--- src/rtl/cpu_writeback.sv ---
// cpu_writeback: retires one instruction per request, updating the Current Result and read-modify-writing Data Memory.
//
// Ports
//   clk, rst                  clock, asynchronous active-high reset
//   wb_start                  one-cycle retire request (sampled only in IDLE)
//   instr_code[7:0]           instruction code
//   dm_type[1:0]              00 BIT, 01 BYTE, 10 WORD, 11 DWORD
//   dm_addr[DM_ADDR_W-1:0]    target word address
//   dm_sel[4:0]               lane select within the word
//   alu_out_cr[31:0]          value for the Current Result
//   alu_out_dm[31:0]          value for the selected memory lane
//   dm_rdata[31:0]            memory read data, valid one cycle after dm_re
//   cr_out[31:0]              Current Result register
//   dm_re, dm_raddr           memory read strobe / address
//   dm_we, dm_waddr, dm_wdata memory write strobe / address / merged word
//   wb_busy, wb_done          operation in progress / completion pulse
//
// Build option: WB_DWORD_FAST_EN lets DWORD writes skip the read phase.
module cpu_writeback #(
    parameter int DM_ADDR_W = 8
) (
    input  logic                 clk,
    input  logic                 rst,
    input  logic                 wb_start,
    input  logic [7:0]           instr_code,
    input  logic [1:0]           dm_type,
    input  logic [DM_ADDR_W-1:0] dm_addr,
    input  logic [4:0]           dm_sel,
    input  logic [31:0]          alu_out_cr,
    input  logic [31:0]          alu_out_dm,
    input  logic [31:0]          dm_rdata,
    output logic [31:0]          cr_out,
    output logic                 dm_re,
    output logic                 dm_we,
    output logic [DM_ADDR_W-1:0] dm_raddr,
    output logic [DM_ADDR_W-1:0] dm_waddr,
    output logic [31:0]          dm_wdata,
    output logic                 wb_busy,
    output logic                 wb_done
);
    localparam logic [7:0] LD_I     = 8'h01;
    localparam logic [7:0] LDN_I    = 8'h02;
    localparam logic [7:0] LDI_I    = 8'h03;
    localparam logic [7:0] ST_I     = 8'h04;
    localparam logic [7:0] STN_I    = 8'h05;
    localparam logic [7:0] S_I      = 8'h06;
    localparam logic [7:0] R_I      = 8'h07;
    localparam logic [7:0] AND_I    = 8'h08;
    localparam logic [7:0] ANDN_I   = 8'h09;
    localparam logic [7:0] ANDI_I   = 8'h0A;
    localparam logic [7:0] OR_I     = 8'h0B;
    localparam logic [7:0] ORN_I    = 8'h0C;
    localparam logic [7:0] ORI_I    = 8'h0D;
    localparam logic [7:0] XOR_I    = 8'h0E;
    localparam logic [7:0] XORN_I   = 8'h0F;
    localparam logic [7:0] XORI_I   = 8'h10;
    localparam logic [7:0] NOT_I    = 8'h11;
    localparam logic [7:0] EQU_I    = 8'h12;
    localparam logic [7:0] SR_I     = 8'h13;
    localparam logic [7:0] SL_I     = 8'h14;
    localparam logic [7:0] F_TRIG_I = 8'h15;
    localparam logic [7:0] R_TRIG_I = 8'h16;

    typedef enum logic [2:0] {IDLE, RD, WAIT, WR, DONE} state_t;

    state_t               state, next_state;
    logic [1:0]           l_type;
    logic [DM_ADDR_W-1:0] l_addr;
    logic [4:0]           l_sel;
    logic [31:0]          l_dm;
    logic                 accept, cr_cls, dm_cls, fast;

    // Replace the selected lane of old with the low bits of d.
    function automatic logic [31:0] merge(input logic [31:0] old, input logic [31:0] d,
                                          input logic [1:0] typ, input logic [4:0] sel);
        logic [31:0] m;
        logic [4:0]  lo;
        m  = typ == 2'd0 ? 32'h1 : typ == 2'd1 ? 32'hFF : typ == 2'd2 ? 32'hFFFF : 32'hFFFF_FFFF;
        lo = typ == 2'd0 ? sel : typ == 2'd1 ? {sel[1:0], 3'b0} : typ == 2'd2 ? {sel[0], 4'b0} : 5'd0;
        return (old & ~(m << lo)) | ((d & m) << lo);
    endfunction

    assign accept = wb_start && state == IDLE;
    assign cr_cls = instr_code inside {LD_I, LDN_I, LDI_I, SR_I, SL_I, AND_I, ANDN_I, ANDI_I,
                                       OR_I, ORN_I, ORI_I, XOR_I, XORN_I, XORI_I, NOT_I, EQU_I,
                                       F_TRIG_I, R_TRIG_I};
    // S/R only touch memory when the current result (before this instruction) is true.
    assign dm_cls = instr_code inside {ST_I, STN_I, F_TRIG_I, R_TRIG_I} ||
                    (instr_code inside {S_I, R_I} && cr_out[0]);

`ifdef WB_DWORD_FAST_EN
    assign fast = dm_type == 2'b11;
`else
    assign fast = 1'b0;
`endif

    always_comb begin
        next_state = state == IDLE ? (wb_start ? (dm_cls ? (fast ? WR : RD) : DONE) : IDLE) :
                     state == RD   ? WAIT :
                     state == WAIT ? WR :
                     state == WR   ? DONE : IDLE;
        dm_re      = state == RD;
        dm_we      = state == WR;
        wb_busy    = state != IDLE;
        wb_done    = state == DONE;
    end

    always_ff @(posedge clk or posedge rst) begin
        if (rst) begin
            state <= IDLE;
        end else begin
            state <= next_state;
        end
    end

    always_ff @(posedge clk or posedge rst) begin
        if (rst) begin
            cr_out   <= '0;
            l_type   <= '0;
            l_addr   <= '0;
            l_sel    <= '0;
            l_dm     <= '0;
            dm_raddr <= '0;
            dm_waddr <= '0;
            dm_wdata <= '0;
        end else if (accept) begin
            l_type <= dm_type;
            l_addr <= dm_addr;
            l_sel  <= dm_sel;
            l_dm   <= alu_out_dm;
            if (cr_cls)
                cr_out <= alu_out_cr;
            if (dm_cls && !fast)
                dm_raddr <= dm_addr;
            if (dm_cls && fast) begin
                dm_waddr <= dm_addr;
                dm_wdata <= alu_out_dm;
            end
        end else if (state == WAIT) begin
            dm_waddr <= l_addr;
            dm_wdata <= merge(dm_rdata, l_dm, l_type, l_sel);
        end
    end
endmodule

--- config.mk ---
export PLATFORM = sky130hd
export DESIGN_NAME = cpu_writeback
export DESIGN_NICKNAME = d
export VERILOG_FILES = /design/src/rtl/cpu_writeback.sv
export SDC_FILE = /design/constraint.sdc
export NUM_CORES = 1
export LEC_CHECK = 0
export ABC_AREA = 1
export CORE_MARGIN = 10
export CORE_UTILIZATION = 30
export DETAILED_ROUTE_END_ITERATION = 12
export SLEW_MARGIN = 0
export SYNTH_ARGS = -nofsm -noshare
export SYNTH_HDL_FRONTEND = slang
export SYNTH_SLANG_ARGS = --single-unit
--- constraint.sdc ---
create_clock -name clk -period 4.05 [get_ports clk]
set_clock_uncertainty 0.2 [all_clocks]
set_input_delay 0.405 -clock clk [delete_from_list [all_inputs] [get_ports clk]]
set_output_delay 0.405 -clock clk [all_outputs]
set_load 0.05 [all_outputs]
==> summary.txt <==
post-detailed-placement half-perimeter wirelength - 16.1 mm
fill cell count - 2153
post-synthesis compound-gate area fraction - 0.0628
transition time of the tightest slew-check pin - 1060 ps
syn avg cell area - 7.73 um2
Unique masters post-synth - 34
largest family of logic cells by synthesized area - simple AND/OR/NAND/NOR gates
largest cells by area after synthesis - dfrtp_1 (51%), nand2_1 (23%), nand3_1 (7.2%)
final worst slack - 1390 ps
critical path class - in2reg
CTS tree - built
vias per cell - 4.63
outcome - complete, no violations
max-slew violations - 0
CTS HTree Levels - 4
post-synthesis mux area share - 0
CTS root buffer - clkbuf_16
Worst EP required - 4170 ps
worst-case clock buffer depth - 2
hold slack - 266 ps
die width - 166 um
max capacitance violation total - 0
Die Area - 27600 um2
cts bufs inserted - 17
core area - 21000 um2
Finished Cell Area - 9210 um2
top-area cell type share of the netlist area - 0.509
IO Count - 206
share of cells above drive strength 1 - 0.0801
Worst Setup End Kind - flop
hold-fix buffers at CTS - 0
most frequent cells in the layout - nand2_1 (389), clkdlybuf4s50_1 (205), dfrtp_1 (130)
gr ovfl total - 0
Sequential Area - 3250 um2
Layout area overhead - 44.1%
fmax - 0.376 GHz
Synth Instances - 827
P_leak - 4.47 nW
Skew-Pair Late Insertion Delay - 420 ps
initial DRC count - 378
DP Area - 8580 um2
Synth Register Bits - 130
mapped cell area - 6390 um2
Non-Filler Instances - 1303
largest net degree at the start of global routing - 99
Post-Place Cells - 1268
RSZ-0062 raised after global routing - false
most common cell after layout, fill and taps aside - nand2_1
Final Setup Violations - 0
Synth area leader - dfrtp_1
Peak VDD IR - 581 uV
final wirelength - 22.0 mm
first-pass iteration count of the detailed router - 5
max_slew headroom - 0.292
Initial Util - 0.304
row count - 53
share of the yosys chip area belonging to registers - 0.509
# nets final - 1134
simple logic cell fraction of the synthesized area - 0.356
post-layout min period - 2660 ps
final core occ - 0.438
vias in the first global route - 6211
adder-cell share of the synthesized area - 0
Setup TNS - 0 ps
CP startpoint kind - input port
worst-path fanout max - 33
postcts setup bufs - 0
# port buffers - 205
number of antenna violations at the first check in global routing - 6
die height - 166 um
Post-DRT Antenna Nets - 0
total chip power - 8.52 mW
Syn Nets - 949
pwr dens - 924 nW/um2
Ys Warns - 0
fin crit share - 0.657
multi-input logic area - 2700 um2
Worst-path clk slew - 60 ps
wire per inst - 16.9 um
worst hold path class - in2async
gpl congestion - 0.884
DRC errors left - 0
CP arrival - 2780 ps
cts repair resizes - 0
Synth Area in XOR/XNOR - 0.00137
count of final hold-check violations - 0
via count - 6030
global-route wire length before repair - 35.0 mm
overall routing resource usage - 0.158
CTS sink cnt - 130
Place WS - 933 ps
critical path, cell delays in order:
cell and delay, ps:
clkdlybuf4s50_1 450, nor2_1 120, nand2_1 110, nor2_1 160, nand3_1 90, nand3_1 90, buf_4 310, nand2_1 710
nand2_1 250, nand2_1 60
flip-flops by register name (all words and copies together) (netlist names):
register  flops
cr_out       32
dm_wdata     32
l_dm         32
dm_raddr      8
dm_waddr      8
l_addr        8
l_sel         5
state         3
l_type        2
power breakdown:
group	total (mW)	internal, mW	switching [mW]
Combinational	4.54	1.42	3.12
Sequential	2.32	1.90	0.423
Clock	1.66	1.05	0.616
Total	8.52	4.36	4.16
per-layer routing:
metal  vias to the layer above  share of wire  wire (um)  GRT usage
met4                         4          0.016        358     0.0478
li1                       3000              -          -          -
met5                         -         0.0018         40          0
met1                      2773           0.45       9820      0.197
met3                        29          0.094       2070     0.0698
met2                       224           0.44       9670      0.241
worst paths after layout:
kind	start	endpoint	slack (ps)	cells after the start
worst min register to register	dm_waddr[0]	dm_waddr[0]	270	2
worst min-delay path	rst	cr_out[8]	270	2
max in group asynchronous	rst	dm_wdata[31]	2440	3
min in group clk	dm_waddr[0]	dm_waddr[0]	270	2
worst max-delay path	instr_code[7]	cr_out[12]	1390	10
worst max register to register	state[0]	cr_out[12]	1460	6
cells by family (layout without fill, tap and decap cells):
| group | count (synthesis) | after routing |
|---|---|---|
| xor gates and xnor gates | 1 | 1 |
| DFF | 130 | 130 |
| and+or+nand+nor | 536 | 536 |
| buffers and inverters | 91 | 288 |
| AOI/OAI and AO/OA | 69 | 69 |
| other | 0 | 4 |
final cells by class:
cell class                      instances  share of cell area
Timing Repair Buffer                  211               0.229
Clock buffer                           18              0.0477
Tap cell                              275              0.0373
Clock inverter                         13              0.0198
Antenna cell                            4             0.00109
Sequential cell                       130               0.353
Inverter                               46              0.0191
Multi-Input combinational cell        606               0.293
Yosys cell counts:
cell / instances
nand4_1: 2
or2_2: 10
clkbuf_1: 10
nor2_4: 1
nor2_2: 8
nand2_1: 389
buf_4: 6
nand2_2: 4
o21a_1: 1
nand3_1: 92
o21ai_0: 22
nor3_2: 1
dfrtp_1: 130
o22ai_1: 1
o31ai_2: 1
nand2_4: 2
inv_2: 8
o21ai_2: 1
buf_8: 1
buf_6: 7
nor3_1: 3
nor2_1: 17
clkinv_1: 1
a21boi_1: 6
clkbuf_2: 2
nand3_2: 4
nand4_2: 2
buf_2: 19
a21oi_1: 19
a2bb2oi_1: 7
inv_1: 37
xor2_1: 1
nand3_4: 1
o21ai_1: 11
No activity file was read; power rests on OpenSTA's default activity.
